`config.mk`:
```
export PLATFORM = sky130hd
export DESIGN_NAME = sv32_ptw
export DESIGN_NICKNAME = d
export VERILOG_FILES = /design/src/rtl/sv32_ptw.sv
export SDC_FILE = /design/constraint.sdc
export NUM_CORES = 1
export LEC_CHECK = 0
export CAP_MARGIN = 5
export CORE_MARGIN = 5
export CORE_UTILIZATION = 45
export DETAILED_ROUTE_END_ITERATION = 8
export GPL_TIMING_DRIVEN = 1
export PLACE_DENSITY = 0.66
export SYNTH_ARGS = -nofsm -noshare
export SYNTH_HDL_FRONTEND = slang
export SYNTH_SLANG_ARGS = --single-unit
```
`constraint.sdc`:
```
create_clock -name clk -period 27.2 [get_ports clk]
set_input_delay 5.44 -clock clk [delete_from_list [all_inputs] [get_ports clk]]
set_output_delay 5.44 -clock clk [all_outputs]
set_load 0.02 [all_outputs]
```
`src/rtl/sv32_ptw.sv`:
```
// Sv32 page-table walker with a small fully-associative TLB in front of dmem.
// Leaf permission checks run in RESP so TLB hits and fresh walks share one path.
module sv32_ptw #(
   parameter int TLB_ENTRIES = 4
) (
   input  logic        clk,
   input  logic        rst,
   input  logic        req_valid,
   output logic        req_ready,
   input  logic [31:0] req_va,
   input  logic        req_is_load,
   input  logic        req_is_store,
   input  logic        req_is_inst,
   input  logic [31:0] csr_satp,
   input  logic [1:0]  priv,
   input  logic        sstatus_sum,
   input  logic        sfence,
   output logic        resp_valid,
   output logic [31:0] resp_pa,
   output logic        resp_fault,
   output logic        mem_req_valid,
   output logic [31:0] mem_req_addr,
   input  logic        mem_resp_valid,
   input  logic [31:0] mem_resp_data
);
   localparam int IW = $clog2(TLB_ENTRIES);

   typedef enum logic [1:0] {IDLE, L1, L0, RESP} state_t;

   typedef struct packed {
      logic [9:0]  vpn1;
      logic [9:0]  vpn0;
      logic        sup;
      logic [19:0] ppn;
      logic        u;
      logic        x;
      logic        w;
      logic        r;
      logic        d;
   } tlb_t;

   state_t                 state;
   tlb_t                   tlb [TLB_ENTRIES];
   logic [TLB_ENTRIES-1:0] tlb_v;
   logic [IW-1:0]          rr;
   logic [31:0]            satp_q;
   logic [31:0]            va;
   logic                   is_load, is_store, is_inst;
   logic [1:0]             prv;
   logic                   sum;
   logic                   bypass, walk_fault, do_insert, no_insert;
   tlb_t                   leaf;

   logic                   flush;
   logic [TLB_ENTRIES-1:0] hit_vec, ins_vec;
   logic [IW-1:0]          hit_idx, ins_idx;
   logic                   hit;
   tlb_t                   pte_leaf;
   logic                   pte_bad, pte_ptr;
   logic                   perm_fault, fault;
   logic [31:0]            pa;
   logic                   unused;

   assign unused = &{1'b0, mem_resp_data[31:30], mem_resp_data[9:8], mem_resp_data[6:5]};

   // Any satp write invalidates cached translations, same as sfence.
   assign flush = sfence | (csr_satp != satp_q);

   always_comb begin
      hit_vec = '0;
      ins_vec = '0;
      hit_idx = '0;
      ins_idx = rr;
      for (int i = 0; i < TLB_ENTRIES; i++) begin
         hit_vec[i] = tlb_v[i] && tlb[i].vpn1 == req_va[31:22] &&
                      (tlb[i].sup || tlb[i].vpn0 == req_va[21:12]);
         ins_vec[i] = tlb_v[i] && tlb[i].vpn1 == leaf.vpn1 && tlb[i].sup == leaf.sup &&
                      (leaf.sup || tlb[i].vpn0 == leaf.vpn0);
      end
      for (int i = TLB_ENTRIES - 1; i >= 0; i--) begin
         if (hit_vec[i]) hit_idx = IW'(i);
         if (ins_vec[i]) ins_idx = IW'(i);
      end
      hit = |hit_vec && !flush;
   end

   always_comb begin
      pte_leaf      = '0;
      pte_leaf.vpn1 = va[31:22];
      pte_leaf.vpn0 = va[21:12];
      pte_leaf.sup  = (state == L1);
      pte_leaf.ppn  = mem_resp_data[29:10];
      pte_leaf.u    = mem_resp_data[4];
      pte_leaf.x    = mem_resp_data[3];
      pte_leaf.w    = mem_resp_data[2];
      pte_leaf.r    = mem_resp_data[1];
      pte_leaf.d    = mem_resp_data[7];
      pte_bad       = !mem_resp_data[0] || (mem_resp_data[2] && !mem_resp_data[1]);
      pte_ptr       = !mem_resp_data[1] && !mem_resp_data[2] && !mem_resp_data[3];
   end

   always_comb begin
      perm_fault = (!leaf.u && prv == 2'd0) ||
                   (leaf.u && prv == 2'd1 && !sum) ||
                   (is_inst && !leaf.x) ||
                   (is_load && !leaf.r) ||
                   (is_store && !(leaf.w && leaf.d));
      fault = !bypass && (walk_fault || perm_fault);
      if (bypass)        pa = va;
      else if (leaf.sup) pa = {leaf.ppn[19:10], va[21:0]};
      else               pa = {leaf.ppn, va[11:0]};
   end

   always_ff @(posedge clk) begin
      satp_q <= csr_satp;
      if (rst) begin
         state         <= IDLE;
         tlb_v         <= '0;
         rr            <= '0;
         req_ready     <= 1'b1;
         resp_valid    <= 1'b0;
         resp_pa       <= '0;
         resp_fault    <= 1'b0;
         mem_req_valid <= 1'b0;
         mem_req_addr  <= '0;
         bypass        <= 1'b0;
         walk_fault    <= 1'b0;
         do_insert     <= 1'b0;
         no_insert     <= 1'b0;
      end else begin
         resp_valid <= 1'b0;
         case (state)
            IDLE: if (req_valid) begin
               va         <= req_va;
               is_load    <= req_is_load;
               is_store   <= req_is_store;
               is_inst    <= req_is_inst;
               prv        <= priv;
               sum        <= sstatus_sum;
               req_ready  <= 1'b0;
               walk_fault <= 1'b0;
               do_insert  <= 1'b0;
               no_insert  <= 1'b0;
               bypass     <= !csr_satp[31] || priv == 2'd3;
               if (!csr_satp[31] || priv == 2'd3) begin
                  state <= RESP;
               end else if (hit) begin
                  leaf  <= tlb[hit_idx];
                  state <= RESP;
               end else begin
                  mem_req_valid <= 1'b1;
                  mem_req_addr  <= {csr_satp[19:0], req_va[31:22], 2'b00};
                  state         <= L1;
               end
            end
            L1, L0: begin
               if (flush) no_insert <= 1'b1;
               if (mem_resp_valid) begin
                  if (pte_bad || (pte_ptr && state == L0)) begin
                     walk_fault    <= 1'b1;
                     mem_req_valid <= 1'b0;
                     state         <= RESP;
                  end else if (pte_ptr) begin
                     // Request stays asserted; only the address moves to the L0 table.
                     mem_req_addr <= {mem_resp_data[29:10], va[21:12], 2'b00};
                     state        <= L0;
                  end else begin
                     leaf          <= pte_leaf;
                     mem_req_valid <= 1'b0;
                     state         <= RESP;
                     if (state == L1 && mem_resp_data[19:10] != 10'd0) walk_fault <= 1'b1;
                     else                                               do_insert  <= 1'b1;
                  end
               end
            end
            RESP: begin
               resp_valid <= 1'b1;
               resp_fault <= fault;
               resp_pa    <= fault ? 32'd0 : pa;
               req_ready  <= 1'b1;
               do_insert  <= 1'b0;
               state      <= IDLE;
               if (do_insert && !no_insert && !flush) begin
                  tlb[ins_idx]   <= leaf;
                  tlb_v[ins_idx] <= 1'b1;
                  if (ins_vec == '0) rr <= rr + 1'b1;
               end
            end
            default: state <= IDLE;
         endcase
         if (flush) tlb_v <= '0;
      end
   end
endmodule

```
# == After elaboration in Yosys (flattened, before gate mapping) ==
# Memories as Yosys holds them, arrays and structs flattened.
# Index checks and enable logic that the tools add are counted.
# totals
register_bits,196
ramBits,184
in_bits,107
output_inout_bits,68
word_cells,221
mem_count,1
# mem_list
name,depth,width,rd,rd_ports_with_merged_regs,wr,line,text
tlb,4,46,5,0,1,43,tlb_t tlb [TLB_ENTRIES];
# classes
n_addsub,1
magnitude_cmp,2
n_eq_ne,38
mux,60
n_bitwise,3
n_reduce_logical,87
# ops
cell,count
$mux W46,6
$mux W32,8
$eq A10 B10 Y1,16
$pmux W46 S2,1
$pmux W32 S2,1
$logic_and A1 B1 Y1,37
$ne A32 B32 Y1,1
$mux W1,24
$mux W2,12
$mux W22,1
$ne A2 B2 Y1 const B,10
$logic_or A1 B1 Y1,16
$logic_not A1 Y1,13
$reduce_and A5 Y1,2
$reduce_bool A10 Y1,1
$reduce_and A3 Y1,3
$pmux W1 S2,4
$reduce_and A2 Y1,4
$reduce_and A8 Y1,1
$reduce_and A7 Y1,1
$eq A2 B2 Y1 const B,3
$ne A3 B3 Y1 const B,2
$pmux W2 S3,1
$reduce_and A6 Y1,1
15 further kinds,22

# == Depth between registers and ports, before layout ==
# Gate-level depths: netlist of the first run.
# An unclocked memory read counts as a cell.
# depth
word_depth,14
ltp_mapped,11
mapped_depth_nobuf,8

# == Least setup slack after synthesis of the first run ==
# No wires, ideal clock.
# synth_path
path_type,in2reg
start,in req_va[18]
end,reg leaf[0] (netlist name) (enable)
setup_time_ps,697
arrival_ps,14177
slack_ps,12325
stages,7
path_buffers,0
cell_sequence,xor2_1 -> nor4_2 -> a41oi_1 -> or4_1 -> a41o_1 -> o21a_1 -> a2111oi_0
# synth_between
elab_chain_len,7
word_cells_on_any_way,16
# synth_lines
item,line,text
start: declaration,10,"input logic [31:0] req_va,"
$eq A10 B10 Y1,76,(tlb[i].sup || tlb[i].vpn0 == req_va[21:12]);
$logic_or A1 B1 Y1,76,
$logic_and A1 B1 Y1,75,hit_vec[i] = tlb_v[i] && tlb[i].vpn1 == req_va[31:22] &&
$reduce_or A4 Y1 (*),84,hit = |hit_vec && !flush;
$logic_and A1 B1 Y1 (*),84,
$ne A2 B2 Y1 (no source line) (*),--,
$reduce_and A8 Y1 (no source line) (*),--,
end signal: assignment,148,leaf <= tlb[hit_idx];
end signal: assignment,168,leaf <= pte_leaf;
end: declaration,52,tlb_t leaf;
# Every way passes the cells marked *; elsewhere a longest branch is shown, timed or not.
# A chain may end at the register's enable or synchronous reset.

# == Worst setup path after layout of the first run ==
# layout_path
start,in req_va[19]
end,"reg leaf[6] (netlist name), data pin"
# layout_between
elab_chain_len,12
word_cells_on_any_way,21
# layout_lines
item,line,text
$eq A10 B10 Y1,76,
$logic_or A1 B1 Y1,76,
$logic_and A1 B1 Y1,75,
$mux W2 (3 in a row),81,if (hit_vec[i]) hit_idx = IW'(i);
$mux W2 (*),81,
$mem_v2 Z4 W46 (*),--,
$mux W46 (*),147,end else if (hit) begin
$mux W46 (*),145,if (!csr_satp[31] || priv == 2'd3) begin
$mux W46 (*),133,IDLE: if (req_valid) begin
$pmux W46 S2 (*),132,case (state)
# Every way passes the cells marked *; elsewhere a longest branch is shown, timed or not. The select of a mux whose other input is x is not followed.

==> results of run 1 <==
## power groups by stage
stage / clock network (mW) / registers [mW] / logic, mW
finish: 0.586 / 0.726 / 0.469
detailed placement: 0 / 0.738 / 0.469
CTS: 0.596 / 0.726 / 0.471
global placement: 0 / 0.735 / 0.461
global route: 0.621 / 0.732 / 0.506
floorplan: 0 / 0.752 / 0.283
## final cells by class
type	instances	share of cell area, %
Clock inverter	18	1.11
Multi-Input combinational cell	756	29.2
Clock buffer	61	6.02
Tap cell	468	2.92
Sequential cell	378	51.1
Inverter	38	0.712
Timing Repair Buffer	184	8.93
## worst paths after layout
path,from,end,slack [ps],cells past startpoint
max,req_va[19],leaf[6],18170,10
min,resp_pa[31],resp_pa[31],450,2
max reg2reg,leaf[29],tlb[0][42],22390,8
min reg2reg,resp_pa[31],resp_pa[31],450,2
## critical path, stage by stage
cell	delay [ps]
clkdlybuf4s50_1	550
xor2_1	230
nor4_1	540
a41oi_1	300
or4_1	670
o21ai_4	100
buf_4	800
mux2i_1	290
a2bb2oi_1	220
o21ai_1	100
## cells by family (layout without fill, tap and decap cells)
kind of cell | after synthesis | after routing | share of synthesized area, %
compound gates | 234 | 234 | 10.6
xor+xnor | 194 | 194 | 10.2
fa+ha+maj | 4 | 4 | 0.302
buf+inv | 123 | 301 | 3.42
flops | 378 | 378 | 61.7
mux | 113 | 113 | 6.93
other cells | 1 | 2 | 0.0226
simple gates | 209 | 209 | 6.75
## per-stage QoR
| step | util [%] | instance area (um2) | total power [mW] |
|---|---|---|---|
| 5_1_grt | 54.9 | 20000 | 1.86 |
| 3_3_place_gp | 50.9 | 18600 | 1.20 |
| 3_5_place_dp | 50.9 | 18600 | 1.21 |
| 6_report | 54.9 | 20000 | 1.78 |
| 2_1_floorplan | - | 16600 | 1.04 |
| 4_1_cts | 54.9 | 20000 | 1.79 |
## metal layers
metal / up-vias / part of all wire (%) / track usage (%)
met5: - / 0 / 0
li1: 4964 / - / -
met3: 85 / 6.5 / 4.17
met1: 5317 / 43 / 29.5
met2: 349 / 48 / 36.1
met4: 0 / 2.9 / 6.54
## sequential cells by signal (all words and copies together), names as in the netlist
name           cells
mem_req_valid      1
resp_fault         1
sum                1
mem_req_addr      30
req_ready          1
leaf              46
is_inst            1
resp_pa           32
prv                2
no_insert          1
walk_fault         1
resp_valid         1
bypass             1
tlb_v              4
is_load            1
state              2
satp_q            32
rr                 2
va                32
is_store           1
do_insert          1
tlb              184
## cell usage in the layout (no fill, tap or decap), types with 35 or more instances in the layout
cell	synthesis	routed
clkdlybuf4s50_1	0	165
inv_1	37	37
edfxtp_1	268	268
nand4_1	39	39
clkbuf_16	0	45
mux2i_1	97	97
nand2_1	36	35
xnor2_1	157	157
or3_1	35	35
xor2_1	37	37
dfxtp_1	110	110
o21ai_1	52	52
==> flow_summary.json, run 1 <==
{
  "worst_setup_path_end_kind": "flop",
  "grt_pass1_wl_mm": 68.7,
  "synthToLayoutAreaGrowth_pct": 20.7,
  "final_max_slew_viol_count": 0,
  "num_vias": 10700,
  "setup_tns_ps": 0,
  "period_minus_slack_ps": 9030,
  "die_y_um": 202,
  "power.internal_mw": 1.22,
  "seq_power_share_pct": 40.8,
  "async_flop_share_pct": 0,
  "synth_edf_count": 268,
  "final-seq-area_mm2": 0.0102,
  "syn_avg_cell_area_um2": 13.2,
  "synth_cell_types": 54,
  "cts_buffers": 43,
  "die-width_um": 202,
  "io_buffers": 166,
  "h-tree-depth": 2,
  "relSlewSlack_pct": 25.2,
  "synth_most_common_cell": "edfxtp_1",
  "power_density_mw_per_mm2": 88.8,
  "path_class": "in2reg",
  "cts_tree": "yes",
  "drc_errors": 0,
  "n_fill_cell": 2989,
  "p_sw_uw": 555,
  "yosysTopAreaCell": "edfxtp_1",
  "start_util_pct": 45.5,
  "drive_above_1_share_pct": 9.41,
  "post_drt_via_cell_ratio": 5.63,
  "hpwlAfterDp_mm": 30.6,
  "multiInputGateArea_mm2": 0.00585,
  "netlist_instances": 1256,
  "clock-sinks": 378,
  "instances_no_fill": 1903,
  "grt_antenna_before_repair": 0,
  "finalHoldViolCount": 0,
  "crit_arrival_ps": 9290,
  "synthTopCellsByCount": "edfxtp_1 (268), xnor2_1 (157), dfxtp_1 (110)",
  "final.period_utilization_pct": 33.2,
  "grt_pass1_vias": 10900,
  "power_frac_comb_pct": 26.3,
  "core_area_mm2": 0.0365,
  "antenna_left": 0,
  "finalSetupViolCount": 0,
  "boundaryPins": 175,
  "gp_congestion": 0.892,
  "grt_max_degree": 70,
  "cts.clk_slew.worst_paths_ps": 60,
  "startpoint_type": "input pin",
  "fmaxAchievable_ghz": 0.111,
  "p_leak_nw": 6.88,
  "layout_setup_ws_ps": 18170,
  "peakVddDrop_mv": 0.0644,
  "seq_area_frac_synth_pct": 61.7,
  "post_drt_wl_per_cell_um": 23.9,
  "crit_required_ps": 27460,
  "outcome": "finished, final reports clean",
  "worst_hold_slack_ps": 450,
  "sw_frac_of_total_pct": 31.2,
  "rsz0062_at_grt": "false",
  "drv_cap": 0,
  "clock_skew_ps": 24.8,
  "n_antenna_cell": 0,
  "clock-root-buffer": "clkbuf_16",
  "synth_top_area_share_pct": 48.5,
  "routed_wl_mm": 45.6,
  "pre_cts_slack_ps": 17710,
  "hp-class": "reg2reg",
  "synth_ff_type": "edfxtp_1",
  "post-cts-setup-buffers": 0,
  "drtPass1Iterations": 5,
  "placementRows": 70,
  "ys_ff_latch": 378,
  "holdBufCountCts": 0,
  "placed_cells": 1823,
  "track_usage_pct": 21.8,
  "syn_area_mm2": 0.0166,
  "dieArea_mm2": 0.0408,
  "cts_resized": 0,
  "nets": 1512,
  "clockBufferDepth": 3,
  "ys_top_cells_by_area": "edfxtp_1 (48%), dfxtp_1 (13%), xnor2_1 (8.3%)",
  "clk_latency_ps": 550,
  "clkPwrFrac_pct": 32.9,
  "tightest_slew_ps": 1120,
  "drt_iter0_drc": 973,
  "crit_fanout": 58,
  "globalRoute.totalOverflow": 0,
  "ys_warn_count": 0
}
Power figures use the tool's default switching activity.
==> inputs of run 2 (changes only) <==
- clock period: 27.2 -> 9.3 ns (I/O delays scaled with it)
==> flow_summary.json, run 2 (synthesis results as in run 1) <==
{
  "outcome": "finished, final reports clean",
  "grt_pass1_vias": 11000,
  "dieArea_mm2": 0.0408,
  "seq_power_share_pct": 42.3,
  "h-tree-depth": 2,
  "fmaxAchievable_ghz": 0.185,
  "crit_required_ps": 9560,
  "num_vias": 10700,
  "power.internal_mw": 3.42,
  "final-seq-area_mm2": 0.0102,
  "io_buffers": 166,
  "grt_antenna_before_repair": 3,
  "holdBufCountCts": 0,
  "n_fill_cell": 3054,
  "drive_above_1_share_pct": 9.37,
  "layout_commonest_cell": "edfxtp_1",
  "post_drt_via_cell_ratio": 5.65,
  "clock-root-buffer": "clkbuf_16",
  "die_y_um": 202,
  "crit_family": "simple AND/OR/NAND/NOR gates",
  "tightest_slew_ps": 1050,
  "antenna_left": 0,
  "relSlewSlack_pct": 28.2,
  "clock-sinks": 378,
  "sw_frac_of_total_pct": 31.8,
  "gp_congestion": 0.892,
  "nets": 1509,
  "worst_hold_slack_ps": 452,
  "period_minus_slack_ps": 5410,
  "reg_top3": "tlb (184), leaf (46)",
  "grt_pass1_wl_mm": 67.9,
  "start_util_pct": 45.5,
  "mostFrequentLayoutCells": "edfxtp_1 (268), clkdlybuf4s50_1 (165), xnor2_1 (157), dfxtp_1 (110), mux2i_1 (97)",
  "grt_max_degree": 70,
  "globalRoute.totalOverflow": 0,
  "post_drt_wl_per_cell_um": 23.6,
  "crit_fanout": 68,
  "fin_area_mm2": 0.0199,
  "worst_setup_path_end_kind": "flop",
  "p_leak_nw": 6.81,
  "final_max_slew_viol_count": 0,
  "finalSetupViolCount": 0,
  "drv_cap": 0,
  "crit_chain": "clkdlybuf4s50_1 > xor2_1 > nor4_1 > a41oi_1 > or4_1 > o21ai_4 > buf_12 > mux2i_1 > a2bb2oi_1 > o21ai_1",
  "post-cts-setup-buffers": 0,
  "multiInputGateArea_mm2": 0.00585,
  "critPathBufInv": 2,
  "final.period_utilization_pct": 58.2,
  "largest_register_ffs": 184,
  "clkPwrFrac_pct": 30.6,
  "die-width_um": 202,
  "power_frac_comb_pct": 27.1,
  "crit_arrival_ps": 5670,
  "hpwlAfterDp_mm": 30.1,
  "drc_errors": 0,
  "critPathSlowestCell": "or4_1",
  "cts_tree": "yes",
  "track_usage_pct": 21.4,
  "startpoint_type": "input pin",
  "cts.clk_slew.worst_paths_ps": 60,
  "clockBufferDepth": 3,
  "peakVddDrop_mv": 0.177,
  "hp-class": "reg2reg",
  "p_sw_mw": 1.59,
  "placed_cell_area_mm2": 0.0186,
  "cts_buffers": 40,
  "core_area_mm2": 0.0365,
  "clock_skew_ps": 17.9,
  "synthToLayoutAreaGrowth_pct": 19.9,
  "finalHoldViolCount": 0,
  "routed_wl_mm": 44.8,
  "largest-register": "tlb",
  "rsz0062_at_grt": "false",
  "cts_resized": 0,
  "power_density_mw_per_mm2": 252,
  "drtPass1Iterations": 4,
  "drt_iter0_drc": 843,
  "setup_tns_ps": 0,
  "clk_latency_ps": 540,
  "cp_slowest_stage_delay_ps": 660,
  "path_class": "in2reg",
  "placementRows": 70,
  "boundaryPins": 175
}
[run 2: path summary, 6_finish.rpt]
check	end	slack (ps)	start	cells after the start
worst max register to register	tlb[2][3]	4520	leaf[29]	8
worst min register to register	resp_pa[26]	450	resp_pa[26]	2
worst max-delay path	leaf[17]	3890	req_va[19]	10
worst min-delay path	resp_pa[26]	450	resp_pa[26]	2
[run 2: per-layer routing]
layer	up-vias	GRT usage, %	wire, um
met5	-	0	0
met2	347	35.5	21700
met3	64	3.59	2580
li1	4965	-	-
met4	0	5.62	963
met1	5367	29.4	19500
[run 2: worst min-delay path: stages, from the launching register on]
cell and delay [ps]:
dfxtp_1 310, nand2_1 50, o21ai_1 50
[run 2: layout make-up]
type | count | area share [%]
Timing Repair Buffer | 184 | 9.07
Clock buffer | 46 | 5.35
Inverter | 38 | 0.717
Antenna cell | 2 | 0.0252
Sequential cell | 378 | 51.5
Clock inverter | 28 | 1.00
Multi-Input combinational cell | 756 | 29.4
Tap cell | 468 | 2.94
[run 2: through the flow]
step / instances / utilization (%) / power (mW) / setup slack (ps)
global placement: 1824 / 51.0 / 3.49 / 3420
finish: 1900 / 54.5 / 5.01 / 3890
CTS: 1898 / 54.5 / 5.05 / 3950
detailed placement: 1824 / 51.0 / 3.51 / 3390
floorplan: 1257 / - / 3.03 / 262
global route: 1900 / 54.5 / 5.23 / 3730
[run 2: power groups by stage]
| stage | sequential (mW) | combinational (mW) | clock, mW |
|---|---|---|---|
| 6_report | 2.12 | 1.36 | 1.53 |
| 5_1_grt | 2.14 | 1.45 | 1.64 |
| 4_1_cts | 2.12 | 1.36 | 1.56 |
| 3_5_place_dp | 2.15 | 1.36 | 0 |
| 3_3_place_gp | 2.15 | 1.34 | 0 |
| 2_1_floorplan | 2.20 | 0.829 | 0 |
==> inputs of run 3 (changes only) <==
- clock period: 9.3 -> 5 ns (I/O delays scaled with it)
==> flow_summary.json, run 3 (synthesis results as in run 1) <==
{
  "cts_tree": "yes",
  "grt_antenna_before_repair": 2,
  "min_from": "va[2]",
  "clock_skew_ps": 22.1,
  "rrSetupSlack_ps": 720,
  "num_vias": 10800,
  "period_minus_slack_ps": 4280,
  "tightest_slew_ps": 1190,
  "gp_congestion": 0.922,
  "core_area_mm2": 0.0365,
  "drt_iter0_drc": 703,
  "die_y_um": 202,
  "nets": 1524,
  "worst_setup_path_end_kind": "flop",
  "antenna_left": 0,
  "drtPass1Iterations": 5,
  "synthToLayoutAreaGrowth_pct": 21.3,
  "n_fill_cell": 3011,
  "postLayoutCoreUtil_pct": 55.1,
  "reg2reg_from": "leaf[29]",
  "final_max_slew_viol_count": 0,
  "crit_arrival_ps": 4440,
  "post_drt_wl_per_cell_um": 23.7,
  "boundaryPins": 175,
  "relSlewSlack_pct": 20.8,
  "finalHoldViolCount": 0,
  "mostFrequentLayoutCells": "edfxtp_1 (268), clkdlybuf4s50_1 (165), xnor2_1 (157), dfxtp_1 (110), mux2i_1 (97)",
  "start_util_pct": 45.5,
  "h-tree-depth": 2,
  "placed_cell_area_mm2": 0.0188,
  "hpwlAfterDp_mm": 31.4,
  "fin_area_mm2": 0.0201,
  "hp-class": "reg2reg",
  "track_usage_pct": 21.7,
  "critPathSlowestCell": "a2111oi_1",
  "grt_pass1_wl_mm": 68.3,
  "setup_tns_ps": 0,
  "crit_start": "leaf[29]",
  "grt_max_degree": 53,
  "dieArea_mm2": 0.0408,
  "clock-sinks": 378,
  "rsz0062_at_grt": "false",
  "peakVddDrop_mv": 0.356,
  "crit_required_ps": 5160,
  "final.period_utilization_pct": 85.6,
  "power_density_mw_per_mm2": 473,
  "crit_chain": "xnor2_1 > nand4_1 > or3_1 > a2111oi_1 > o21ba_1 > o21bai_1 > and3_2 > buf_4",
  "p_total_mw": 9.52,
  "drv_cap": 0,
  "reg_top3": "tlb (184), leaf (46)",
  "startpoint_type": "flop",
  "crit_fanout": 26,
  "fmaxAchievable_ghz": 0.234,
  "holdBufCountCts": 0,
  "io_buffers": 166,
  "largest-register": "tlb",
  "p_leak_nw": 6.95,
  "cp_slowest_stage_delay_ps": 840,
  "clk_latency_ps": 540,
  "post_drt_via_cell_ratio": 5.64,
  "outcome": "finished, final reports clean",
  "finalSetupViolCount": 0,
  "globalRoute.totalOverflow": 0,
  "timing.hold.worst_path_depth": 1,
  "grt_pass1_vias": 11000,
  "path_class": "reg2reg",
  "post-cts-setup-buffers": 0,
  "drc_errors": 0,
  "cts_buffers": 41,
  "worst_hold_slack_ps": 445,
  "routed_wl_mm": 45.3,
  "clock-root-buffer": "clkbuf_16",
  "largest_register_ffs": 184,
  "layout_commonest_cell": "edfxtp_1",
  "cts.clk_slew.worst_paths_ps": 60,
  "cts_resized": 0,
  "placementRows": 70,
  "reg2regPathDepth": 8,
  "clockBufferDepth": 3,
  "drive_above_1_share_pct": 10.1,
  "die-width_um": 202
}
run 3: worst paths after layout:
check / end
hold reg to reg: resp_pa[2]
setup reg to reg: tlb[0][41]
setup / recovery: tlb[0][41]
hold / removal: resp_pa[2]
run 3: worst max-delay path: cells and delay by family, from the launching register on:
kind                      cells  cell delay, ps
and+or+nand+nor               3             890
AOI/OAI and AO/OA             3            1670
DFF                           1             530
xor gates and xnor gates      1             350
buffers and inverters         1             440
run 3: layer usage:
layer / vias to the layer above / track usage [%] / part of all wire, %
met4: 0 / 7.03 / 3.1
met5: - / 0 / 0
li1: 4999 / - / -
met3: 79 / 4.09 / 5.6
met2: 330 / 35.4 / 47
met1: 5375 / 29.5 / 44
run 3: through the flow:
step / cells / worst slack [ps]
after floorplan: 1257 / 385
after global placement: 1838 / 357
after detailed placement: 1838 / 362
after CTS: 1910 / 802
after global routing: 1911 / 569
final: 1911 / 721
run 3: power breakdown:
| part | total [mW] | internal [mW] | leakage, nW | switching (mW) |
|---|---|---|---|---|
| Combinational | 2.60 | 1.03 | 2.97 | 1.57 |
| Sequential | 3.94 | 3.73 | 3.32 | 0.209 |
| Clock | 2.98 | 1.77 | 0.652 | 1.21 |
run 3: area by class of cell:
type	instances	area (um2)	area share (%)
Tap cell	468	586	2.91
Multi-Input combinational cell	756	5850	29.1
Timing Repair Buffer	198	1980	9.86
Clock buffer	49	1100	5.44
Sequential cell	378	10200	50.9
Inverter	38	143	0.709
Clock inverter	23	219	1.09
Antenna cell	1	2.50	0.0124
